--- config.mk ---
export PLATFORM = sky130hd
export DESIGN_NAME = mux_arbiter_32
export DESIGN_NICKNAME = d
export VERILOG_FILES = /design/src/rtl/arb_defs_pkg.sv /design/src/rtl/rr_pick_32.sv /design/src/rtl/mux_arbiter_32.sv
export SDC_FILE = /design/constraint.sdc
export NUM_CORES = 1
export LEC_CHECK = 0
export ABC_CLOCK_PERIOD_IN_PS = 7700
export CORE_MARGIN = 10
export CORE_UTILIZATION = 40
export DETAILED_ROUTE_END_ITERATION = 6
export PLACE_DENSITY_LB_ADDON = 0.1
export SYNTH_ARGS = -nofsm -noshare
export SYNTH_HDL_FRONTEND = slang
export SYNTH_SLANG_ARGS = --single-unit
export TNS_END_PERCENT = 100
--- constraint.sdc ---
create_clock -name clock -period 7.7 [get_ports clock]
set_input_delay 0.77 -clock clock [delete_from_list [all_inputs] [get_ports clock]]
set_output_delay 0.77 -clock clock [all_outputs]
set_load 0.005 [all_outputs]
--- src/rtl/arb_defs_pkg.sv ---
// Shared sizes, state encoding and helpers for the 32-way result-mux arbiter.
package arb_defs_pkg;

    localparam int unsigned N_REQ = 32;
    localparam int unsigned SEL_W = 5;

    typedef enum logic {
        ST_IDLE  = 1'b0,
        ST_GRANT = 1'b1
    } state_t;

    function automatic logic [N_REQ-1:0] onehot(input logic [SEL_W-1:0] idx);
        return N_REQ'(1) << idx;
    endfunction

endpackage

--- src/rtl/rr_pick_32.sv ---
// Rotating priority encoder: first set bit of req scanning upward from ptr, wrapping 31 -> 0.
module rr_pick_32
    import arb_defs_pkg::*;
(
    input  logic [N_REQ-1:0] req,
    input  logic [SEL_W-1:0] ptr,
    output logic             found,
    output logic [SEL_W-1:0] idx
);

    // Scan from the farthest offset down so the nearest set bit to ptr wins.
    always_comb begin
        found = 1'b0;
        idx   = ptr;
        for (int i = N_REQ - 1; i >= 0; i--) begin
            if (req[ptr + SEL_W'(i)]) begin
                found = 1'b1;
                idx   = ptr + SEL_W'(i);
            end
        end
    end

endmodule

--- src/rtl/mux_arbiter_32.sv ---
// Round-robin owner arbitration for the 32-input ALU result mux, with hold timeout.
module mux_arbiter_32
    import arb_defs_pkg::*;
#(
    parameter int unsigned HOLD_MAX = 16
) (
    input  logic             clock,
    input  logic             reset,
    input  logic [N_REQ-1:0] req,
    input  logic             rel,
    output logic [N_REQ-1:0] grant,
    output logic             grant_valid,
    output logic [SEL_W-1:0] select,
    output logic             preempt
);

    localparam int unsigned CNT_W    = (HOLD_MAX > 1) ? $clog2(HOLD_MAX) : 1;
    localparam bit          TMO_EN   = (HOLD_MAX != 0);
    localparam logic [CNT_W-1:0] CNT_LAST = CNT_W'((HOLD_MAX == 0) ? 0 : HOLD_MAX - 1);

    state_t             state, state_nxt;
    logic [SEL_W-1:0]   ptr, ptr_nxt;
    logic [CNT_W-1:0]   cnt, cnt_nxt;
    logic [N_REQ-1:0]   grant_nxt;
    logic               grant_valid_nxt;
    logic [SEL_W-1:0]   select_nxt;
    logic               preempt_nxt;

    logic               in_grant_c;
    logic               done_c;
    logic               timeout_c;
    logic [N_REQ-1:0]   pick_req_c;
    logic [SEL_W-1:0]   pick_ptr_c;
    logic               found_c;
    logic [SEL_W-1:0]   idx_c;

    // select doubles as the owner register; a dropped request is a release.
    assign in_grant_c = (state == ST_GRANT);
    assign done_c     = in_grant_c & (rel | ~req[select]);
    assign timeout_c  = in_grant_c & TMO_EN & (cnt == CNT_LAST);

    // While granted, look ahead for the successor so handoff needs no bubble.
    assign pick_req_c = in_grant_c ? (req & ~onehot(select)) : req;
    assign pick_ptr_c = in_grant_c ? (select + SEL_W'(1)) : ptr;

    rr_pick_32 u_pick (
        .req   (pick_req_c),
        .ptr   (pick_ptr_c),
        .found (found_c),
        .idx   (idx_c)
    );

    always_ff @(posedge clock or posedge reset) begin
        if (reset) begin
            state       <= ST_IDLE;
            ptr         <= '0;
            cnt         <= '0;
            grant       <= '0;
            grant_valid <= 1'b0;
            select      <= '0;
            preempt     <= 1'b0;
        end else begin
            state       <= state_nxt;
            ptr         <= ptr_nxt;
            cnt         <= cnt_nxt;
            grant       <= grant_nxt;
            grant_valid <= grant_valid_nxt;
            select      <= select_nxt;
            preempt     <= preempt_nxt;
        end
    end

    always_comb begin
        state_nxt       = state;
        ptr_nxt         = ptr;
        cnt_nxt         = cnt;
        grant_nxt       = grant;
        grant_valid_nxt = grant_valid;
        select_nxt      = select;
        preempt_nxt     = 1'b0;

        case (state)
            ST_IDLE: begin
                if (found_c) begin
                    state_nxt       = ST_GRANT;
                    grant_nxt       = onehot(idx_c);
                    grant_valid_nxt = 1'b1;
                    select_nxt      = idx_c;
                    cnt_nxt         = '0;
                end
            end
            ST_GRANT: begin
                if (done_c || timeout_c) begin
                    ptr_nxt     = pick_ptr_c;
                    cnt_nxt     = '0;
                    // A release on the timeout edge is an ordinary end.
                    preempt_nxt = timeout_c & ~done_c;
                    if (found_c) begin
                        grant_nxt  = onehot(idx_c);
                        select_nxt = idx_c;
                    end else begin
                        state_nxt       = ST_IDLE;
                        grant_nxt       = '0;
                        grant_valid_nxt = 1'b0;
                    end
                end else begin
                    cnt_nxt = cnt + CNT_W'(1);
                end
            end
        endcase
    end

endmodule

Word level (Yosys, flattened, before mapping)
Index checks and enable logic that the tools add are counted.

word-level totals
  output and inout bits = 39
  word-level logic and storage cells = 243
  register bits = 49
  input bits = 35

cells by class
  reductions and logical operators = 4
  mux-type cells = 151
  $add $sub $neg = 33
  bitwise gates (word level) = 9
  shifts and indexed selects = 2
  magnitude comparators = 33
  equality and inequality tests = 4

operator list
  cell                                                                          number
  5-bit by 6-bit less-than comparator with 1-bit output, second input constant  33
  5-bit two-way mux                                                             35
  1-bit binary-select mux with 5-bit select                                     33
  32-bit two-way mux                                                            4
  5-bit adder, second input constant                                            16
  1-bit two-way mux                                                             72
  32-bit one-hot mux with 2 select lines                                        1
  1-bit by 5-bit << shifter with 32-bit output, first input constant            2
  5-bit by 4-bit adder with 5-bit output, second input constant                 8
  32-bit AND                                                                    1
  32-bit inverter                                                               1
  5-bit by 3-bit adder with 5-bit output, second input constant                 4
  5-bit by 1-bit adder with 5-bit output, second input constant                 2
  5-bit by 2-bit adder with 5-bit output, second input constant                 2
  5-bit one-hot mux with 2 select lines                                         1
  4-bit two-way mux                                                             2
  4-bit one-hot mux with 2 select lines                                         1
  4-bit by 1-bit adder with 4-bit output, second input constant                 1
  4-bit == test, second input constant                                          1
  2-bit != test, second input constant                                          2
  1-bit one-hot mux with 2 select lines                                         2
  2-bit AND reduction                                                           2
  1-bit AND                                                                     3
  1-bit inverter                                                                3
  4 further kinds                                                               4

Logic depth before layout (Yosys ltp)
Gate-level depths: netlist (run 1).

  depth after elaboration = 42
  gate-level depth with buffers = 28
  gate-level depth less buffers = 20

Hierarchy
Synthesis (run 1) repeated with hierarchy kept, for this count alone.

second synthesis, totals
  cells, all modules = 932
  area, all modules = 8521.9 um^2

modules (own cells, without submodules)
  module          cells each  sequential area each (um^2)  area an instance (um^2)  times used
  rr_pick_32      668         0.0                          5672.9                   1
  mux_arbiter_32  264         1226.2                       2849.0                   1

Worst setup path before layout (run 1)
No wires, ideal clock.

  path type = register -> register
  start point = reg select[0]
  end point = reg grant[0]
  data arrival time = 6.241 ns
  path buffers = 10
  clock period less this slack = 6.376 ns
  library setup time = 0.135 ns
  stages on the path, launching flop included = 26
  slack = 1.324 ns
  required time = 7.565 ns
  cell sequence = dfrtp_1 buf_2 buf_1 inv_1 ha_1 mux2i_2 buf_2 buf_2 buf_2 clkbuf_1 ha_1 clkbuf_1 inv_1 a221o_1 xnor2_2 mux4_2 mux2i_1 clkbuf_1 o21ai_0 a211o_1 a2bb2oi_1 o21ai_1 xnor2_1 buf_2 clkbuf_1 o31ai_1

on the way
  longest elaborated chain between the ends = 42
  elaborated cells on any way between the ends = 179
  classes of those cells = 32 x add/sub; 2 x eq/ne; 2 x shift; 136 x mux; 5 x bitwise; 2 x reduce/logical

RTL lines
  item                                                                                             RTL line              RTL
  start: declaration                                                                               mux_arbiter_32.sv:13  output logic [SEL_W-1:0] select,
  start signal: assignment                                                                         mux_arbiter_32.sv:68  select <= select_nxt;
  parallel branches: the longest is 42 deep, another holds 5-bit by 1-bit adder with 5-bit output  --
  end signal: assignment                                                                           mux_arbiter_32.sv:66  grant <= grant_nxt;
  end: declaration                                                                                 mux_arbiter_32.sv:11  output logic [N_REQ-1:0] grant,

Parallel ways; which one is timed is not known. The select of a mux whose other input is x is not followed.
A chain may end at the register's enable or synchronous reset.

Worst setup path after layout (run 1)
  start point = reg select[0]
  end point = reg grant[31]

Same word-level chain as after synthesis.

==> results of run 1 <==
==> final cells by class <==
cell class	count	share of cell area [%]
Multi-Input combinational cell	1082	74.1
Inverter	30	1.00
Timing Repair Buffer	116	9.17
Tap cell	330	3.59
Clock buffer	5	1.09
Clock inverter	3	0.381
Sequential cell	49	10.7
==> metal layers <==
metal | GRT usage [%] | share of wire, % | vias up
met4 | 11.2 | 4.8 | 0
met5 | 0 | 0 | -
met3 | 6.53 | 12 | 147
met2 | 41.3 | 42 | 840
met1 | 37.7 | 41 | 5758
li1 | - | - | 5092
==> metrics by stage <==
| stage | hold slack, ns | cell area (um^2) | util (%) | setup slack (ns) |
|---|---|---|---|---|
| 2_1_floorplan | 0.438 | 10300 | - | 1.32 |
| 3_3_place_gp | 0.467 | 11300 | 44.8 | 0.544 |
| 3_5_place_dp | 0.467 | 11300 | 44.8 | 0.533 |
| 4_1_cts | 0.486 | 11500 | 45.5 | 0.513 |
| 5_1_grt | 0.517 | 11500 | 45.5 | 0.153 |
| 6_report | 0.484 | 11500 | 45.5 | 0.553 |
==> registers in the layout (all words and copies together), names as in the netlist <==
| name | count |
|---|---|
| select | 5 |
| cnt | 4 |
| grant_valid | 1 |
| in_grant_c | 1 |
| grant | 32 |
| ptr | 5 |
| preempt | 1 |
==> worst reg2reg max path, cell delays in order (launching register included) <==
cell and delay, ns:
dfrtp_1 0.51, ha_1 0.33, ha_1 0.28, nand2_1 0.26
nand2_2 0.11, inv_2 0.35, ha_1 0.59, nor2b_1 0.12
a221oi_1 0.35, o211ai_1 0.47, nand4_1 0.25, nand4_1 0.29
mux2i_1 0.86, nand4_1 0.23, nor4b_1 0.51, nand4_1 0.42
and2_1 0.40, and2_1 0.23, nand2b_1 0.32, o41ai_2 0.11
==> Yosys cell counts, drive strengths merged (26+ instances only) <==
master / instances
nand2: 130
o21ai: 102
nand3: 83
mux4: 81
o211ai: 70
nor2: 61
buf: 57
dfrtp: 49
mux2i: 49
a21oi: 42
nand4: 41
clkbuf: 40
o21a: 36
inv: 30
and2: 26
nor3: 26
==> cell families after synthesis <==
kind of cell / share of synthesized area [%]
compound gates: 31.3
simple gates: 22.5
buf+inv: 5.66
fa+ha+maj: 2.55
xor+xnor: 2.39
flops: 11.9
mux: 23.7
==> final timing paths <==
check	from	end	slack (ns)	depth (start not counted)
max reg2reg	select[0]	grant[31]	0.55	19
max in group asynchronous	reset	ptr[3]	6.01	2
max	select[0]	grant[31]	0.55	19
min	grant[0]	grant[0]	0.48	2
min reg2reg	grant[0]	grant[0]	0.48	2
min in group asynchronous	reset	grant[0]	1.06	2
==> timing repair <==
item / CTS / global route
setup endpoints to repair: 0 / 6
hold buffers: 0 / 0
gates resized for setup: 0 / 1
==> results.py, run 1 <==
metrics = {
    "run_status": {
        "status": "finished clean",
    },
    "clocking": {
        "numCtsBuffers": 5,
        "cts_sinks": 49,
        "cts_tree": "yes",
        "cts_buffer_depth": 2,
        "clk_latency_ns": 0.29,
        "clk_pin_slew_ns": 0.07,
        "h-tree-depth": 2,
        "postCtsSetupRepairBufs": 0,
        "clock-root-buffer": "clkbuf_16",
    },
    "sta": {
        "slew_headroom_pct": 28.4,
        "rsz0062_at_grt": "no",
        "final-hold-violation-count": 0,
        "final_max_slew_viol_count": 0,
        "setup_viol": 0,
        "min_period_ns": 7.15,
        "max_freq_ghz": 0.140,
        "tightestPinTransition_ns": 1.07,
        "fin_worst_skew_ns": 0.00703,
        "tns_ns": 0,
        "timing.final.crit_share_pct": 92.8,
    },
    "synthesis": {
        "avgSynthCellArea_um2": 8.18,
        "seq_area_frac_synth_pct": 11.9,
        "ys_types": 96,
        "synth.top_cell.area_share_pct": 17.7,
        "synth-seq-cells": 49,
        "synth.largest_area_cell": "mux4_2",
        "synthFlopType": "dfrtp_1",
        "syn_inst": 1258,
        "synth.area.top_cells": "mux4_2 18%, dfrtp_1 12%, o211ai_1 5.1%",
        "synth_fp_nets": 1314,
        "yosys_warnings": 0,
        "syn_area_um2": 10300,
        "synth_edf_count": 0,
        "synthArstFlopShare_pct": 100,
    },
    "placement": {
        "portBuffers": 73,
        "place_congestion": 1.06,
        "hpwl_mm": 37.2,
        "placed_cells": 1607,
    },
    "worst_setup_path": {
        "slowest_delay_ns": 0.86,
        "cp.arrival_ns": 7.29,
        "cp-end-kind": "flop",
        "cp-start-kind": "flop",
        "critical_path_peak_fanout": 17,
        "cp.required_ns": 7.84,
        "cp.buffers_inverters": 1,
        "cpMostUsedCell": "nand4_1",
        "critPathKind": "reg -> reg",
        "slowest_stage": "mux2i_1",
        "worstPathCellList": "ha_1 > ha_1 > nand2_1 > nand2_2 > inv_2 > ha_1 > nor2b_1 > a221oi_1 > o211ai_1 > nand4_1 > nand4_1 > mux2i_1 > nand4_1 > nor4b_1 > nand4_1 > and2_1 > and2_1 > nand2b_1 > o41ai_2",
        "crit_family": "simple AND/OR/NAND/NOR gates",
    },
    "final_layout": {
        "layout-drive-gt1-share_pct": 15.1,
        "nNetsFinal": 1340,
        "fillers": 2574,
        "final_common_cell": "nand2_1",
        "layout.cells.non_filler": 1615,
        "final-seq-area_um2": 1230,
        "area_growth_pct": 11.7,
        "diodes": 0,
        "multiInputGateArea_um2": 8520,
        "layout_common_cells": "125 x nand2_1, 85 x o21ai_0, 82 x nand3_1, 81 x mux4_2, 73 x clkdlybuf4s50_1",
    },
    "grt": {
        "grt_max_degree": 58,
        "antenna_found_initial": 0,
        "grtUsageTotal_pct": 27.7,
        "grt_pass1_vias": 10981,
        "grt_pass1_wl_mm": 71.9,
        "gr-total-overflow": 0,
    },
    "route": {
        "first_pass_iters": 6,
        "via_count": 11837,
        "via_per_inst": 7.33,
        "wire_per_inst_um": 29.7,
        "drt.antenna.violating_nets": 0,
        "finalWirelength_mm": 48.0,
        "drt-initial-drc-count": 1926,
        "drcViolationCount": 0,
    },
    "die": {
        "initial_core_util_pct": 40.8,
        "core_area_um2": 25300,
        "die_h_um": 180,
        "core.rowCount": 58,
        "die_area_um2": 32600,
        "ios": 74,
        "die_width_um": 180,
    },
    "hold_path": {
        "hp-class": "reg -> reg",
    },
    "run": {
        "max-cap-violations": 0,
    },
}
Power of run 1 is left out: the tool's default activity adds up to more than one toggle a clock period on the data nets, which glitch-free logic cannot reach.
==> inputs of run 2 (changes only) <==
--- a/config.mk
+++ b/config.mk
@@ -5,7 +5,7 @@
 export SDC_FILE = /design/constraint.sdc
 export NUM_CORES = 1
 export LEC_CHECK = 0
-export ABC_CLOCK_PERIOD_IN_PS = 7700
+export ABC_CLOCK_PERIOD_IN_PS = 7030
 export CORE_MARGIN = 10
 export CORE_UTILIZATION = 40
 export DETAILED_ROUTE_END_ITERATION = 6
==> constraint.sdc (replaced) <==
create_clock -name clock -period 7.03 [get_ports clock]
set_input_delay 0.703 -clock clock [delete_from_list [all_inputs] [get_ports clock]]
set_output_delay 0.703 -clock clock [all_outputs]
set_load 0.005 [all_outputs]
==> run 2 against run 1 <==
Compared with the run above:
- critical path depth stayed put
- final area is 0.76% higher
- global-route usage is 1.2 points higher
- register-to-register slack hardly changed
- flip-flop and latch count stayed put
- highest routed layer unchanged
- critical endpoint is now grant[23]
- worst hold slack worse by 0.0099 ns
- first-iteration DRC count is 2.0% lower
- fmax is 10% higher
==> results.py, run 2 (same netlist as run 1, synthesis figures left out) <==
metrics = {
    "worst_setup_path": {
        "cp-end-kind": "flop",
        "cp.arrival_ns": 6.67,
        "cp.required_ns": 7.21,
        "cp-startpoint": "select[0]",
        "r2r-start": "select[0]",
        "cp-start-kind": "flop",
        "r2r_cells": 19,
        "critical_path_peak_fanout": 33,
        "critPathKind": "reg -> reg",
    },
    "die": {
        "ios": 74,
        "die_width_um": 180,
        "die_h_um": 180,
        "die_area_um2": 32600,
        "core_area_um2": 25300,
        "initial_core_util_pct": 40.8,
        "core.rowCount": 58,
    },
    "clocking": {
        "numCtsBuffers": 5,
        "clk_latency_ns": 0.28,
        "clk_pin_slew_ns": 0.07,
        "cts_sinks": 49,
        "postCtsSetupRepairBufs": 0,
        "cts_buffer_depth": 2,
        "clock-root-buffer": "clkbuf_16",
        "cts_tree": "yes",
        "h-tree-depth": 2,
    },
    "sta": {
        "final_max_slew_viol_count": 0,
        "max_freq_ghz": 0.154,
        "tightestPinTransition_ns": 1.07,
        "min_period_ns": 6.49,
        "tns_ns": 0,
        "slew_headroom_pct": 28.3,
        "fin_worst_skew_ns": 0.00622,
        "setup_viol": 0,
        "rsz0062_at_grt": "no",
        "timing.final.crit_share_pct": 92.3,
        "final-hold-violation-count": 0,
    },
    "hold_path": {
        "hp-class": "reg -> reg",
        "hold_path_startpoint": "grant[1]",
        "whs_path_depth": 2,
    },
    "final_layout": {
        "final_common_cell": "nand2_1",
        "layout_common_cells": "125 x nand2_1, 85 x o21ai_0, 82 x nand3_1, 81 x mux4_2, 73 x clkdlybuf4s50_1",
        "layout.cells.non_filler": 1631,
        "area_growth_pct": 12.5,
        "largestRegisters": "grant (32), ptr (5), select (5)",
        "layout-drive-gt1-share_pct": 16.1,
        "top_register": "grant",
        "nNetsFinal": 1356,
        "largest_register_ffs": 32,
        "diodes": 0,
        "fin_area_um2": 11600,
    },
    "grt": {
        "antenna_found_initial": 0,
        "grtUsageTotal_pct": 29.0,
        "gr-total-overflow": 0,
        "grt_max_degree": 54,
        "grt_pass1_wl_mm": 73.7,
        "grt_pass1_vias": 10889,
    },
    "placement": {
        "hpwl_mm": 38.8,
        "placed_cells": 1623,
        "portBuffers": 73,
        "placed_area_um2": 11400,
        "place_congestion": 1.01,
    },
    "route": {
        "drt.antenna.violating_nets": 0,
        "wire_per_inst_um": 30.6,
        "first_pass_iters": 6,
        "finalWirelength_mm": 49.9,
        "drcViolationCount": 0,
        "via_per_inst": 7.28,
        "drt-initial-drc-count": 1888,
        "via_count": 11871,
    },
    "run_status": {
        "status": "finished clean",
    },
    "run": {
        "max-cap-violations": 0,
    },
}
[run 2: final cells by class]
type / count / area, um^2
sequential: 49 / 1230
clock inverter: 2 / 13.8
inverter: 30 / 115
fill: 2535 / 13700
timing repair buffer: 132 / 1180
tap: 330 / 413
multi-input combinational: 1082 / 8510
clock buffer: 6 / 129
[run 2: critical path, cell delays in order, from the launching register on]
cell	delay, ns
dfrtp_1	0.45
buf_4	0.29
inv_1	0.12
ha_1	0.33
mux2i_4	0.40
inv_2	0.10
buf_4	0.26
ha_1	0.32
a31o_2	0.25
a211oi_1	0.58
nor2_1	0.37
mux4_2	0.57
a22oi_1	0.23
nand3_1	0.16
a211oi_1	0.33
o2111ai_1	0.20
a31oi_1	0.56
and2_1	0.29
nand2b_1	0.25
o41ai_1	0.30
[run 2: path summary, 6_finish.rpt]
check	end	slack, ns
setup / recovery	grant[23]	0.54
hold / removal	grant[1]	0.47
setup reg to reg	grant[23]	0.54
hold reg to reg	grant[1]	0.47
max in group asynchronous	ptr[4]	5.41
min in group asynchronous	grant_valid	0.99
[run 2: what timing repair did]
action / 4_1_cts / 5_1_grt
setup endpoints to repair: 0 / 16
hold endpoints to repair: 0 / 0
hold buffers: 0 / 0
resized for setup: 0 / 2
[run 2: per-stage QoR]
stage	hold slack [ns]	util, %	worst slack, ns
2_1_floorplan	0.438	-	0.654
3_3_place_gp	0.457	45.3	0.538
3_5_place_dp	0.468	45.3	0.554
4_1_cts	0.483	45.8	0.501
5_1_grt	0.514	45.9	0.106
6_report	0.474	45.9	0.540
[run 2: per-layer routing]
layer  share of wire [%]  up-vias  GRT usage [%]
li1                    -     5128              -
met1                  40     5808           38.5
met2                  43      784           43.9
met3                  11      151           6.18
met4                 6.0        0           13.4
met5                   0        -              0
Power of run 2 is left out for the same reason.
==> inputs of run 3 (changes only) <==
--- a/config.mk
+++ b/config.mk
@@ -5,7 +5,7 @@
 export SDC_FILE = /design/constraint.sdc
 export NUM_CORES = 1
 export LEC_CHECK = 0
-export ABC_CLOCK_PERIOD_IN_PS = 7030
+export ABC_CLOCK_PERIOD_IN_PS = 8000
 export CORE_MARGIN = 10
 export CORE_UTILIZATION = 40
 export DETAILED_ROUTE_END_ITERATION = 6
==> constraint.sdc (replaced) <==
create_clock -name clock -period 8 [get_ports clock]
set_input_delay 0.8 -clock clock [delete_from_list [all_inputs] [get_ports clock]]
set_output_delay 0.8 -clock clock [all_outputs]
set_load 0.005 [all_outputs]
==> run 3 against run 2 <==
Compared with the run above:
- final area is 0.62% lower
- register-to-register slack improved by 0.06 ns
- fmax decreased by 12%
- first-iteration DRC count down 8.6%
- global-route usage fell by 0.58 points
- via count is 1.3% lower
- die area unchanged
- worst hold slack worse by 0.0072 ns
- setup slack better by 0.055 ns
- routed wire length shrank 2.3%
- core utilization fell by 0.28 points
- flip-flop and latch count unchanged
- critical path type unchanged
- highest routed layer unchanged
==> results.py, run 3 (same netlist as run 1, synthesis figures left out) <==
metrics = {
    "die": {
        "core_area_um2": 25300,
        "die_h_um": 180,
        "die_width_um": 180,
        "initial_core_util_pct": 40.8,
        "die_area_um2": 32600,
        "core.rowCount": 58,
        "ios": 74,
    },
    "placement": {
        "placed_area_um2": 11300,
        "place_congestion": 1.07,
        "dp_slack_ns": 0.785,
        "hpwl_mm": 37.0,
        "portBuffers": 73,
    },
    "route": {
        "finalWirelength_mm": 48.7,
        "drt.antenna.violating_nets": 0,
        "drt-initial-drc-count": 1726,
        "via_per_inst": 7.24,
        "via_count": 11711,
        "first_pass_iters": 7,
        "wire_per_inst_um": 30.1,
        "drcViolationCount": 0,
    },
    "sta": {
        "min_period_ns": 7.40,
        "fin_worst_skew_ns": 0.00358,
        "slew_headroom_pct": 13.1,
        "tightestPinTransition_ns": 1.30,
        "final_max_slew_viol_count": 0,
        "final-hold-violation-count": 0,
        "tns_ns": 0,
        "postLayoutSetupSlackWorst_ns": 0.596,
        "timing.final.crit_share_pct": 92.6,
        "rsz0062_at_grt": "no",
        "setup_viol": 0,
        "max_freq_ghz": 0.135,
    },
    "clocking": {
        "clk_latency_ns": 0.28,
        "holdBufCountCts": 0,
        "ctsResizeCount": 0,
        "cts_sinks": 49,
        "cts_buffer_depth": 2,
        "postCtsSetupRepairBufs": 0,
        "h-tree-depth": 2,
        "numCtsBuffers": 5,
        "cts_tree": "yes",
        "clk_pin_slew_ns": 0.07,
        "clock-root-buffer": "clkbuf_16",
    },
    "final_layout": {
        "layout_common_cells": "125 x nand2_1, 85 x o21ai_0, 82 x nand3_1, 81 x mux4_2, 73 x clkdlybuf4s50_1",
        "final_util_pct": 45.6,
        "largest_register_ffs": 32,
        "final_common_cell": "nand2_1",
        "area_growth_pct": 11.8,
        "diodes": 0,
        "largestRegisters": "grant (32), ptr (5), select (5)",
        "layout-drive-gt1-share_pct": 15.2,
        "nNetsFinal": 1342,
        "fin_area_um2": 11500,
        "top_register": "grant",
    },
    "grt": {
        "grtUsageTotal_pct": 28.4,
        "antenna_found_initial": 1,
        "grt_pass1_wl_mm": 72.5,
        "gr-total-overflow": 0,
        "grt_max_degree": 62,
        "grt_pass1_vias": 11129,
    },
    "worst_setup_path": {
        "cp-start-kind": "flop",
        "r2r_cells": 18,
        "cp.required_ns": 8.14,
        "reg2reg_slack_ns": 0.60,
        "worstPathCellList": "inv_1 > ha_1 > mux2i_4 > buf_4 > ha_1 > inv_1 > a221oi_1 > o211ai_1 > nand4_1 > nand4_1 > a21oi_1 > nand2_1 > a2111oi_0 > nor4_1 > o41ai_1 > a211o_1 > o22a_1 > o31ai_1",
        "timing.rr.end": "grant[25]",
        "critical_path_peak_fanout": 61,
        "slowest_delay_ns": 0.96,
        "r2r-start": "select[0]",
        "cp.arrival_ns": 7.55,
        "critPathKind": "reg -> reg",
        "cp-end-kind": "flop",
        "slowest_stage": "dfrtp_1",
    },
    "hold_path": {
        "hp-class": "reg -> reg",
        "hold_path_startpoint": "cnt[3]",
        "whs_path_depth": 1,
        "hold_end": "cnt[3]",
    },
    "run_status": {
        "status": "finished clean",
    },
    "run": {
        "max-cap-violations": 0,
    },
}
-- run 3: layout make-up --
class / count / area, um^2
inverter: 30 / 115
clock inverter: 3 / 43.8
tap: 330 / 413
clock buffer: 5 / 125
timing repair buffer: 118 / 1080
sequential: 49 / 1230
multi-input combinational: 1082 / 8510
fill: 2576 / 13700
-- run 3: worst max-delay path by stage --
stage | start | end | slack [ns]
floorplan | select[0] | grant[0] | 1.62
global placement | select[0] | grant[25] | 0.93
detailed placement | select[0] | grant[9] | 0.79
CTS | select[0] | grant[9] | 0.77
global route | select[0] | grant[13] | 0.11
finish | select[0] | grant[25] | 0.60
-- run 3: routing by layer --
metal | wire length (um) | global-route usage, % | up-vias
li1 | - | - | 5108
met2 | 20800 | 41.7 | 787
met1 | 19400 | 37.6 | 5673
met4 | 2460 | 12.9 | 0
met3 | 6060 | 8.27 | 143
met5 | 0 | 0 | -
-- run 3: through the flow --
stage	std cells	hold WS, ns
after floorplan	1258	0.438
after global routing	1617	0.508
final	1617	0.467
after CTS	1617	0.471
after global placement	1609	0.455
after detailed placement	1609	0.461
-- run 3: critical path, delay by kind of cell, from the launching register on --
| kind | cells | cell delay (ns) |
|---|---|---|
| buffers and inverters | 3 | 0.94 |
| flip-flops | 1 | 0.96 |
| multiplexers | 1 | 0.17 |
| AND/OR/NAND/NOR | 4 | 0.75 |
| AO/OA/AOI/OAI | 8 | 3.71 |
| adder cells (fa/ha/maj) | 2 | 0.71 |
Power of run 3 is left out for the same reason.
